$ cat src/rtl/mprc_probe_unit_pkg.sv
// Purpose: shared widths, coherence/probe codes, FSM encoding and the latched
//          probe payload for the D-cache probe handler.
// Ports:   none (package).
package mprc_probe_unit_pkg;

    localparam int unsigned ADDR_W      = 40;
    localparam int unsigned BLK_OFF     = 6;
    localparam int unsigned IDX_BITS    = 6;
    localparam int unsigned NWAYS       = 4;
    localparam int unsigned BLK_ADDR_W  = ADDR_W - BLK_OFF;
    localparam int unsigned TAG_W       = ADDR_W - BLK_OFF - IDX_BITS;
    localparam int unsigned COH_W       = 2;
    localparam int unsigned PARAM_W     = 2;
    localparam int unsigned REL_PARAM_W = 2 * COH_W;

    // Coherence states held in the meta array
    localparam logic [COH_W-1:0] COH_N = 2'd0;
    localparam logic [COH_W-1:0] COH_B = 2'd1;
    localparam logic [COH_W-1:0] COH_T = 2'd2;
    localparam logic [COH_W-1:0] COH_D = 2'd3;

    // Probe permission targets; code 3 behaves like toN
    localparam logic [PARAM_W-1:0] PRM_TOT = 2'd0;
    localparam logic [PARAM_W-1:0] PRM_TOB = 2'd1;
    localparam logic [PARAM_W-1:0] PRM_TON = 2'd2;

    typedef enum logic [3:0] {
        ST_IDLE       = 4'd0,
        ST_META_READ  = 4'd1,
        ST_META_RESP  = 4'd2,
        ST_MSHR_REQ   = 4'd3,
        ST_RELEASE    = 4'd4,
        ST_WB_REQ     = 4'd5,
        ST_WB_RESP    = 4'd6,
        ST_META_WRITE = 4'd7
    } fsm_state_e;

    typedef struct packed {
        logic [BLK_ADDR_W-1:0] addr;
        logic [PARAM_W-1:0]    param;
    } probe_req_t;

endpackage

$ cat src/rtl/mprc_probe_unit_if.sv
// Purpose: bundles the probe, meta array, release and writeback handshakes.
// Modports: master = probe unit side, slave = cache / outer-level side.
interface mprc_probe_unit_if
    import mprc_probe_unit_pkg::*;
();
    logic                    probe_valid;
    logic                    probe_ready;
    logic [BLK_ADDR_W-1:0]   probe_addr;
    logic [PARAM_W-1:0]      probe_param;

    logic                    meta_rd_valid;
    logic                    meta_rd_ready;
    logic [IDX_BITS-1:0]     meta_rd_idx;
    logic [NWAYS-1:0]        tag_way_en;
    logic [COH_W-1:0]        tag_state;

    logic                    mshr_rdy;
    logic                    lrsc_valid;

    logic                    rel_valid;
    logic                    rel_ready;
    logic [BLK_ADDR_W-1:0]   rel_addr;
    logic [REL_PARAM_W-1:0]  rel_param;

    logic                    wb_req_valid;
    logic                    wb_req_ready;
    logic [NWAYS-1:0]        wb_way_en;
    logic                    wb_done;

    logic                    meta_wr_valid;
    logic                    meta_wr_ready;
    logic [IDX_BITS-1:0]     meta_wr_idx;
    logic [NWAYS-1:0]        meta_wr_way_en;
    logic [TAG_W-1:0]        meta_wr_tag;
    logic [COH_W-1:0]        meta_wr_state;

    logic                    busy;

    modport master (
        input  probe_valid, probe_addr, probe_param,
        output probe_ready,
        output meta_rd_valid, meta_rd_idx,
        input  meta_rd_ready, tag_way_en, tag_state,
        input  mshr_rdy, lrsc_valid,
        output rel_valid, rel_addr, rel_param,
        input  rel_ready,
        output wb_req_valid, wb_way_en,
        input  wb_req_ready, wb_done,
        output meta_wr_valid, meta_wr_idx, meta_wr_way_en, meta_wr_tag, meta_wr_state,
        input  meta_wr_ready,
        output busy
    );

    modport slave (
        output probe_valid, probe_addr, probe_param,
        input  probe_ready,
        input  meta_rd_valid, meta_rd_idx,
        output meta_rd_ready, tag_way_en, tag_state,
        output mshr_rdy, lrsc_valid,
        input  rel_valid, rel_addr, rel_param,
        output rel_ready,
        input  wb_req_valid, wb_way_en,
        output wb_req_ready, wb_done,
        input  meta_wr_valid, meta_wr_idx, meta_wr_way_en, meta_wr_tag, meta_wr_state,
        output meta_wr_ready,
        input  busy
    );

endinterface

$ cat src/rtl/mprc_probe_shrink.sv
// Purpose: maps the current line state and probe target to the reduced state
//          and the {old,new} release parameter.
// Ports:   old_state   in  current state (N when the probe missed)
//          probe_param in  probe target code
//          new_state_c out reduced state
//          rel_param_c out {old_state, new_state_c}
module mprc_probe_shrink
    import mprc_probe_unit_pkg::*;
(
    input  logic [COH_W-1:0]       old_state,
    input  logic [PARAM_W-1:0]     probe_param,
    output logic [COH_W-1:0]       new_state_c,
    output logic [REL_PARAM_W-1:0] rel_param_c
);

    // toT keeps the state, toB caps at Branch, toN (and code 3) invalidates
    always_comb begin
        new_state_c = COH_N;
        unique case (probe_param)
            PRM_TOT: new_state_c = old_state;
            PRM_TOB: new_state_c = (old_state > COH_B) ? COH_B : old_state;
            PRM_TON: new_state_c = COH_N;
            default: new_state_c = COH_N;
        endcase
        rel_param_c = {old_state, new_state_c};
    end

endmodule

$ cat src/rtl/mprc_probe_unit.sv
// Purpose: coherence probe handler. Reads tag/meta for one probe at a time,
//          retries while an LR reservation or an MSHR holds the block, then
//          releases (or writes back if dirty) and rewrites the line state.
// Ports:   clk     in  clock
//          reset_n in  synchronous reset, active low
//          bus     master side of mprc_probe_unit_if (probe, meta rd/wr,
//                  release, writeback, lrsc/mshr status, busy)
module mprc_probe_unit
    import mprc_probe_unit_pkg::*;
(
    input  logic              clk,
    input  logic              reset_n,
    mprc_probe_unit_if.master bus
);

    fsm_state_e              state_q, state_d;
    probe_req_t              req_q, req_d;
    logic [NWAYS-1:0]        way_q, way_d;
    logic [COH_W-1:0]        new_state_q, new_state_d;
    logic [REL_PARAM_W-1:0]  rel_param_q, rel_param_d;
    logic                    hit_q, hit_d;

    logic probe_ready_q, probe_ready_d;
    logic busy_q, busy_d;
    logic meta_rd_valid_q, meta_rd_valid_d;
    logic rel_valid_q, rel_valid_d;
    logic wb_req_valid_q, wb_req_valid_d;
    logic meta_wr_valid_q, meta_wr_valid_d;

    logic                   hit_c;
    logic [COH_W-1:0]       shrink_old_c;
    logic [COH_W-1:0]       shrink_new_c;
    logic [REL_PARAM_W-1:0] shrink_rel_c;

    // A way match on an invalid line counts as a miss
    assign hit_c        = (|bus.tag_way_en) && (bus.tag_state != COH_N);
    assign shrink_old_c = hit_c ? bus.tag_state : COH_N;

    mprc_probe_shrink u_shrink (
        .old_state   (shrink_old_c),
        .probe_param (req_q.param),
        .new_state_c (shrink_new_c),
        .rel_param_c (shrink_rel_c)
    );

    // Next-state and latch updates
    always_comb begin
        state_d     = state_q;
        req_d       = req_q;
        way_d       = way_q;
        new_state_d = new_state_q;
        rel_param_d = rel_param_q;
        hit_d       = hit_q;
        unique case (state_q)
            ST_IDLE: begin
                if (bus.probe_valid) begin
                    req_d.addr  = bus.probe_addr;
                    req_d.param = bus.probe_param;
                    state_d     = ST_META_READ;
                end
            end
            ST_META_READ: begin
                if (bus.meta_rd_ready) state_d = ST_META_RESP;
            end
            ST_META_RESP: state_d = ST_MSHR_REQ;
            ST_MSHR_REQ: begin
                // A live reservation or an owning MSHR forces a fresh tag read
                if (bus.lrsc_valid || !bus.mshr_rdy) begin
                    state_d = ST_META_READ;
                end else begin
                    way_d       = bus.tag_way_en;
                    hit_d       = hit_c;
                    new_state_d = shrink_new_c;
                    rel_param_d = shrink_rel_c;
                    state_d     = (hit_c && (bus.tag_state == COH_D)) ? ST_WB_REQ : ST_RELEASE;
                end
            end
            ST_RELEASE: begin
                if (bus.rel_ready) state_d = hit_q ? ST_META_WRITE : ST_IDLE;
            end
            ST_WB_REQ: begin
                if (bus.wb_req_ready) state_d = ST_WB_RESP;
            end
            ST_WB_RESP: begin
                if (bus.wb_done) state_d = ST_META_WRITE;
            end
            ST_META_WRITE: begin
                if (bus.meta_wr_ready) state_d = ST_IDLE;
            end
            default: state_d = ST_IDLE;
        endcase
    end

    // Handshake flags are registered decodes of the next state
    always_comb begin
        probe_ready_d   = (state_d == ST_IDLE);
        busy_d          = (state_d != ST_IDLE);
        meta_rd_valid_d = (state_d == ST_META_READ);
        rel_valid_d     = (state_d == ST_RELEASE);
        wb_req_valid_d  = (state_d == ST_WB_REQ);
        meta_wr_valid_d = (state_d == ST_META_WRITE);
    end

    // Control flops
    always_ff @(posedge clk) begin
        if (!reset_n) begin
            state_q         <= ST_IDLE;
            probe_ready_q   <= 1'b1;
            busy_q          <= 1'b0;
            meta_rd_valid_q <= 1'b0;
            rel_valid_q     <= 1'b0;
            wb_req_valid_q  <= 1'b0;
            meta_wr_valid_q <= 1'b0;
        end else begin
            state_q         <= state_d;
            probe_ready_q   <= probe_ready_d;
            busy_q          <= busy_d;
            meta_rd_valid_q <= meta_rd_valid_d;
            rel_valid_q     <= rel_valid_d;
            wb_req_valid_q  <= wb_req_valid_d;
            meta_wr_valid_q <= meta_wr_valid_d;
        end
    end

    // Payload latches; contents are irrelevant while idle
    always_ff @(posedge clk) begin
        req_q       <= req_d;
        way_q       <= way_d;
        new_state_q <= new_state_d;
        rel_param_q <= rel_param_d;
        hit_q       <= hit_d;
    end

    assign bus.probe_ready    = probe_ready_q;
    assign bus.busy           = busy_q;
    assign bus.meta_rd_valid  = meta_rd_valid_q;
    assign bus.meta_rd_idx    = req_q.addr[IDX_BITS-1:0];
    assign bus.rel_valid      = rel_valid_q;
    assign bus.rel_addr       = req_q.addr;
    assign bus.rel_param      = rel_param_q;
    assign bus.wb_req_valid   = wb_req_valid_q;
    assign bus.wb_way_en      = way_q;
    assign bus.meta_wr_valid  = meta_wr_valid_q;
    assign bus.meta_wr_idx    = req_q.addr[IDX_BITS-1:0];
    assign bus.meta_wr_way_en = way_q;
    assign bus.meta_wr_tag    = req_q.addr[BLK_ADDR_W-1:IDX_BITS];
    assign bus.meta_wr_state  = new_state_q;

endmodule
$ cat src/flat_wrapper.sv
// flat-port wrapper written by rule: the top's interface ports become plain ports
module mprc_probe_unit_flat import mprc_probe_unit_pkg::*;
  (clk, reset_n, bus_probe_valid, bus_probe_addr, bus_probe_param, bus_probe_ready, bus_meta_rd_valid, bus_meta_rd_idx, bus_meta_rd_ready, bus_tag_way_en, bus_tag_state, bus_mshr_rdy, bus_lrsc_valid, bus_rel_valid, bus_rel_addr, bus_rel_param, bus_rel_ready, bus_wb_req_valid, bus_wb_way_en, bus_wb_req_ready, bus_wb_done, bus_meta_wr_valid, bus_meta_wr_idx, bus_meta_wr_way_en, bus_meta_wr_tag, bus_meta_wr_state, bus_meta_wr_ready, bus_busy);
  mprc_probe_unit_if bus_i ();
  input  logic clk;
  input  logic reset_n;
  input wire logic [$bits(bus_i.probe_valid)-1:0] bus_probe_valid;
  input wire logic [$bits(bus_i.probe_addr)-1:0] bus_probe_addr;
  input wire logic [$bits(bus_i.probe_param)-1:0] bus_probe_param;
  output wire logic [$bits(bus_i.probe_ready)-1:0] bus_probe_ready;
  output wire logic [$bits(bus_i.meta_rd_valid)-1:0] bus_meta_rd_valid;
  output wire logic [$bits(bus_i.meta_rd_idx)-1:0] bus_meta_rd_idx;
  input wire logic [$bits(bus_i.meta_rd_ready)-1:0] bus_meta_rd_ready;
  input wire logic [$bits(bus_i.tag_way_en)-1:0] bus_tag_way_en;
  input wire logic [$bits(bus_i.tag_state)-1:0] bus_tag_state;
  input wire logic [$bits(bus_i.mshr_rdy)-1:0] bus_mshr_rdy;
  input wire logic [$bits(bus_i.lrsc_valid)-1:0] bus_lrsc_valid;
  output wire logic [$bits(bus_i.rel_valid)-1:0] bus_rel_valid;
  output wire logic [$bits(bus_i.rel_addr)-1:0] bus_rel_addr;
  output wire logic [$bits(bus_i.rel_param)-1:0] bus_rel_param;
  input wire logic [$bits(bus_i.rel_ready)-1:0] bus_rel_ready;
  output wire logic [$bits(bus_i.wb_req_valid)-1:0] bus_wb_req_valid;
  output wire logic [$bits(bus_i.wb_way_en)-1:0] bus_wb_way_en;
  input wire logic [$bits(bus_i.wb_req_ready)-1:0] bus_wb_req_ready;
  input wire logic [$bits(bus_i.wb_done)-1:0] bus_wb_done;
  output wire logic [$bits(bus_i.meta_wr_valid)-1:0] bus_meta_wr_valid;
  output wire logic [$bits(bus_i.meta_wr_idx)-1:0] bus_meta_wr_idx;
  output wire logic [$bits(bus_i.meta_wr_way_en)-1:0] bus_meta_wr_way_en;
  output wire logic [$bits(bus_i.meta_wr_tag)-1:0] bus_meta_wr_tag;
  output wire logic [$bits(bus_i.meta_wr_state)-1:0] bus_meta_wr_state;
  input wire logic [$bits(bus_i.meta_wr_ready)-1:0] bus_meta_wr_ready;
  output wire logic [$bits(bus_i.busy)-1:0] bus_busy;
  assign bus_i.probe_valid = bus_probe_valid;
  assign bus_i.probe_addr = bus_probe_addr;
  assign bus_i.probe_param = bus_probe_param;
  assign bus_probe_ready = bus_i.probe_ready;
  assign bus_meta_rd_valid = bus_i.meta_rd_valid;
  assign bus_meta_rd_idx = bus_i.meta_rd_idx;
  assign bus_i.meta_rd_ready = bus_meta_rd_ready;
  assign bus_i.tag_way_en = bus_tag_way_en;
  assign bus_i.tag_state = bus_tag_state;
  assign bus_i.mshr_rdy = bus_mshr_rdy;
  assign bus_i.lrsc_valid = bus_lrsc_valid;
  assign bus_rel_valid = bus_i.rel_valid;
  assign bus_rel_addr = bus_i.rel_addr;
  assign bus_rel_param = bus_i.rel_param;
  assign bus_i.rel_ready = bus_rel_ready;
  assign bus_wb_req_valid = bus_i.wb_req_valid;
  assign bus_wb_way_en = bus_i.wb_way_en;
  assign bus_i.wb_req_ready = bus_wb_req_ready;
  assign bus_i.wb_done = bus_wb_done;
  assign bus_meta_wr_valid = bus_i.meta_wr_valid;
  assign bus_meta_wr_idx = bus_i.meta_wr_idx;
  assign bus_meta_wr_way_en = bus_i.meta_wr_way_en;
  assign bus_meta_wr_tag = bus_i.meta_wr_tag;
  assign bus_meta_wr_state = bus_i.meta_wr_state;
  assign bus_i.meta_wr_ready = bus_meta_wr_ready;
  assign bus_busy = bus_i.busy;
  mprc_probe_unit u_core (.clk(clk), .reset_n(reset_n), .bus(bus_i));
endmodule
$ cat config.mk
export PLATFORM = sky130hd
export DESIGN_NAME = mprc_probe_unit_flat
export DESIGN_NICKNAME = d
export VERILOG_FILES = /design/src/rtl/mprc_probe_unit_pkg.sv /design/src/rtl/mprc_probe_unit_if.sv /design/src/rtl/mprc_probe_shrink.sv /design/src/rtl/mprc_probe_unit.sv /design/src/flat_wrapper.sv
export SDC_FILE = /design/constraint.sdc
export NUM_CORES = 1
export LEC_CHECK = 0
export ABC_AREA = 1
export CAP_MARGIN = 15
export CORE_ASPECT_RATIO = 0.9
export CORE_MARGIN = 2
export CORE_UTILIZATION = 38
export DETAILED_ROUTE_END_ITERATION = 8
export MAX_ROUTING_LAYER = met4
export PLACE_DENSITY = 0.81
export RECOVER_POWER = 50
export SYNTH_ARGS = -nofsm -noshare
export SYNTH_HDL_FRONTEND = slang
export SYNTH_SLANG_ARGS = --single-unit
export TNS_END_PERCENT = 30
$ cat constraint.sdc
create_clock -name clk -period 3.7 [get_ports clk]
set_clock_uncertainty 0.1 [all_clocks]
set_input_delay 0.555 -clock clk [delete_from_list [all_inputs] [get_ports clk]]
set_output_delay 0.555 -clock clk [all_outputs]
set_load 0.05 [all_outputs]
# Yosys cells after proc, flatten, opt, wreduce, memory -nomap -nowiden
# Cells that the tools add are included.
# word_totals
register_bits	57
in_bits	52
# op_classes
n_bitwise	1
n_reduce_logical	12
n_eq_ne	13
mux	13
order_cmp	1
# ops
cell	n
case mux 4 bit (8 select lines)	1
equality test 4 x 3 -> 1 bit (second input constant)	7
2-to-1 mux 4 bit	7
equality test 4 x 1 -> 1 bit (second input constant)	2
equality test 4 x 2 -> 1 bit (second input constant)	2
logical NOT 4 bit	2
2-to-1 mux 2 bit	2
case mux 2 bit (2 select lines)	1
AND reduction 2 bit	2
nonzero test 4 bit	1
OR reduction 4 bit	1
2-to-1 mux 3 bit	1
equality test 2 x 1 -> 1 bit (second input constant)	1
equality test 2 bit (second input constant)	1
greater-than comparator 2 x 1 -> 1 bit (second input constant)	1
logical AND 1 bit	2
logical NOT 2 bit	1
nonzero test 2 bit	1
logical NOT 1 bit	1
logical OR 1 bit	1
2-to-1 mux 1 bit	1
inverter 1 bit	1

# Depth between registers and ports, before layout
# logic_depth
ltp_word	7
ltp_mapped	10
mapped_depth_nobuf	10

# By module
# Synthesis repeated with hierarchy kept, for this count alone.
# unflattened
cells_unflattened	236
area_unflattened_um2	2680.1
# by_module_without_submodules
mod	instances	cells_each	area_each_um2	seq_area_each_um2
mprc_probe_unit	1	226	2621.3	1611.5
mprc_probe_shrink	1	10	58.8	0.0

# Worst setup path before layout
# OpenSTA, ideal clock, no wires.
# synth_path
path_kind	input port to flip-flop
start	input bus_probe_valid
end	register u_core.req_q (netlist bit u_core.bus.rel_addr[0]), enable pin
setup_ns	0.429
required_ns	3.171
t_arrival_ns	2.127
slack_ns	1.044
cell_stages	2
path_cell_list	nand2_1 -> nor2_1
# synth_between
elab_chain_len	1
# synth_lines
element	line_no	rtl
from (decl)	flat_wrapper.sv:7	input wire logic [$bits(bus_i.probe_valid)-1:0] bus_probe_valid;
AND reduction 2 bit (no line)	n/a	
to (signal assigned)	mprc_probe_unit.sv:127	req_q <= req_d;
to (decl)	mprc_probe_unit.sv:17	probe_req_t req_q, req_d;
# No other way between the ends.
# A chain may end at the register's enable or synchronous reset.

# Worst setup path in the final report
# layout_path
start	input bus_probe_valid
end	register u_core.req_q (netlist bit u_core.bus.rel_addr[18]), enable pin
# The elaborated chain is that of the path after synthesis.

==> results.md <==
Outcome:
- The run finished with clean final reports.

Critical path:
- STA classifies the critical path startpoint as a primary input.
- The type of the worst setup path is in -> reg.
- STA classifies the critical path endpoint as a flop.
- The critical path arrival is approximately 2600 ps.
- Of all nets on the critical path, the largest fanout is 20.
- For the worst setup path, the data required time is between 3000 and 4000 ps.

Synthesis:
- In this run the cell area of the synthesized design comes to 2526 sq um.
- Counting every net in the synthesized netlist gives between 200 and 300.
- In this run the mean area of a mapped cell was between 10 and 15 sq um.
- The register bit total from synthesis is 55.
- The number of different library cells used by synthesis comes to 19.
- In the synthesized netlist, the number of instances is 219.
- The sequential cell area fraction in the yosys report is 0.6142.
- For this run, the number of Yosys warnings is 0.

Clocking:
- The number of clock buffers added by TritonCTS is 5.
- The maximum clock insertion buffer count is 2.
- The number of hold-repair buffers added at the cts stage is 0.
- TritonCTS built the clock tree.
- The maximum level of the CTS H-tree is 2.
- The clock-pin slew on the worst setup and hold paths is 90 ps.
- Buffers added to address setup during post-CTS repair amount to 0.
- The buffer type at the clock tree root is sky130_fd_sc_hd__clkbuf_8.
- The quantity of gates resized following cts is 0.
- The clock drives 55 sinks.
- The clock reaches the later pin of the worst-skew pair after roughly 290 ps.

Global routing:
- Entering global routing, the biggest net connects 21 pins.
- The overall overflow remaining after global route is 0.
- The number of global-route vias before repair is 1,532.
- The total global-route track usage is 0.1351.
- The first global-routing pass estimated 7424 um of wire.
- The number of antenna violations at the first check in global routing is 2.

Final layout:
- The combined area of the multi-input logic cells is ~300 sq um.
- In the layout the commonest cells are 98 x sky130_fd_sc_hd__clkdlybuf4s50_1, 47 x sky130_fd_sc_hd__dlygate4sd3_1, 45 x sky130_fd_sc_hd__edfxtp_1.
- The net total in the final layout is between 300 and 400.
- After filler insertion, the fill cell instance count of the layout stands at 570.
- The share of layout cells above drive strength 1 is 0.03072.
- Compared with the post-synthesis result, the final layout area differs by 41.16%.
- Leaving out fill and tap cells, the most frequent cell in the layout is sky130_fd_sc_hd__clkdlybuf4s50_1.
- The sequential standard cell area is between 1500 and 2000 sq um.

Die:
- Row generation in the floorplan step produced 28 rows.
- In this run the count of I/O pins placed on the die edge is between 100 and 150.
- The total area inside the core boundary comes to roughly 6500 sq um.
- For this configuration, the core starts out at a cell density of 0.3877.
- The die is 81.35 um tall.
- The die outline area is around 7300 sq um.
- The die is 89.95 um wide.

Detailed routing:
- The number of DRC markers after the initial detailed-route iteration is between 50 and 60.
- The first TritonRoute pass finished after 4 iterations.
- Dividing the detail-routed wire length by the instance count gives between 10 and 15 um.
- The post-detailed-route DRC marker count is 0.
- The count of nets left with antenna violations once routing finished came out at 0.
- The total vias in the final route is ~1.6k.
- The wire length after detailed routing is between 5000 and 6000 um.
- Using the TritonRoute via totals, the vias-per-cell ratio works out to ~4.1.

STA:
- The period utilization is 0.7454.
- The relative max-transition margin is 0.1100.
- The setup violation total in the final timing report is 0.
- Derived from the worst setup path, the maximum achievable clock frequency is approximately 0.36 GHz.
- The hold violation count in the final report is 0.
- Setup repair after global routing left no endpoint under its margin.
- The number of max-slew violations in the final report is 0.
- The smallest clock period supported by the final layout is computed as around 2800 ps.
- Once routing completed, OpenROAD measured the worst setup slack at 942.0 ps.
- The transition at the pin with the smallest max-transition slack is ~1300 ps.
- The setup total negative slack is 0 ps.

Placement:
- The post-placement setup slack is between 1000 and 1500 ps.
- At the end of routability-driven placement, the weighted congestion stood at 0.9272.
- Summed over all nets, the half-perimeter wirelength after detailed placement is 4242 um.
- The number of port buffers is approximately 150.

Worst hold path:
- The tightest min-delay check is of the reg -> reg type.

Power:
- Across the VDD grid, the largest voltage drop is roughly 0.00015 V.
- The leakage power is 0.001366 uW.
- The power density normalized to cell area is 360.1 nW/um^2.

Run:
- Max-cap violations in this run came to 0.
## sequential cells by signal, summed over array words and instances, names as in the netlist
name	count
u_core.bus.rel_valid	1
u_core.bus.probe_ready	1
u_core.req_q	2
u_core.bus.meta_wr_valid	1
u_core.bus.meta_wr_state	1
u_core.bus.rel_addr	34
u_core.state_q	4
u_core.bus.wb_req_valid	1
u_core.bus.rel_param	3
u_core.bus.busy	1
u_core.hit_q	1
u_core.bus.meta_wr_way_en	4
u_core.bus.meta_rd_valid	1
## where the power goes
group	switching [uW]	internal, uW	leakage [uW]
Sequential	12.0	694	0.000499
Combinational	174	102	0.000827
Clock	172	129	0.0000403
Total	358	926	0.00137
## final timing paths
check	startpoint	endpoint	slack (ps)	depth (start not counted)
hold reg to reg	u_core.req_q[1]$_DFFE_PP_	u_core.bus.meta_wr_state[0]$_DFFE_PP_	490	1
setup / recovery	bus_probe_valid	u_core.bus.rel_addr[18]$_DFFE_PP_	940	4
hold / removal	u_core.req_q[1]$_DFFE_PP_	u_core.bus.meta_wr_state[0]$_DFFE_PP_	490	1
setup reg to reg	u_core.state_q[3]$_SDFF_PN0_	u_core.bus.rel_addr[18]$_DFFE_PP_	1150	4
## per-layer routing
metal | share of wire | GRT usage | wire (um) | vias to the layer above
li1 | - | - | - | 775
met3 | 0.097 | 0.05566 | 491 | 6
met5 | 0 | - | 0 | -
met2 | 0.52 | 0.2470 | 2626 | 85
met1 | 0.38 | 0.1345 | 1903 | 726
met4 | 0.0085 | 0.04154 | 43 | 0
## critical path, cell delays in order
cell and delay (ps):
sky130_fd_sc_hd__dlygate4sd3_1 570, sky130_fd_sc_hd__nand2_1 60, sky130_fd_sc_hd__nor2_1 1000, sky130_fd_sc_hd__buf_4 440
## final cells by class
| class | instances | area share |
|---|---|---|
| Timing Repair Buffer | 146 | 0.4091 |
| Multi-Input combinational cell | 68 | 0.08351 |
| Tap cell | 90 | 0.03158 |
| Clock buffer | 6 | 0.02035 |
| Inverter | 16 | 0.01684 |
| Clock inverter | 2 | 0.002105 |
| Sequential cell | 55 | 0.4351 |
| Antenna cell | 2 | 0.001404 |
## cells by family after synthesis
logic type	count (synthesis)	share of synthesized area
buffers and inverters	96	0.2615
AO/OA/AOI/OAI	6	0.01733
flip-flops	55	0.6142
AND/OR/NAND/NOR	61	0.1055
other	1	0.001484
## synthesized netlist by cell type, drive strengths merged
library cell,instances,share of area
edfxtp,45,0.53
o211ai,1,0.0030
nor3,1,0.0020
o21ai,4,0.012
a21oi,1,0.0020
nand3,10,0.022
buf,80,0.24
nor2,22,0.037
nor4,1,0.0025
nand3b,1,0.0030
inv,16,0.024
nand2,26,0.040
dfxtp,10,0.079
conb,1,0.0015
## stage by stage
stage	utilization	cell area, sq um	power [uW]	hold slack, ps	std cells
finish	0.5472	3566	1284	487.0	385
global route	0.5472	3566	1335	487.4	385
CTS	0.5501	3585	1314	477.0	383
detailed placement	0.5378	3505	1009	461.8	375
global placement	0.5378	3505	1002	446.7	375
floorplan	-	2526	920.7	438.4	219
(Power assumes the default switching activity.)
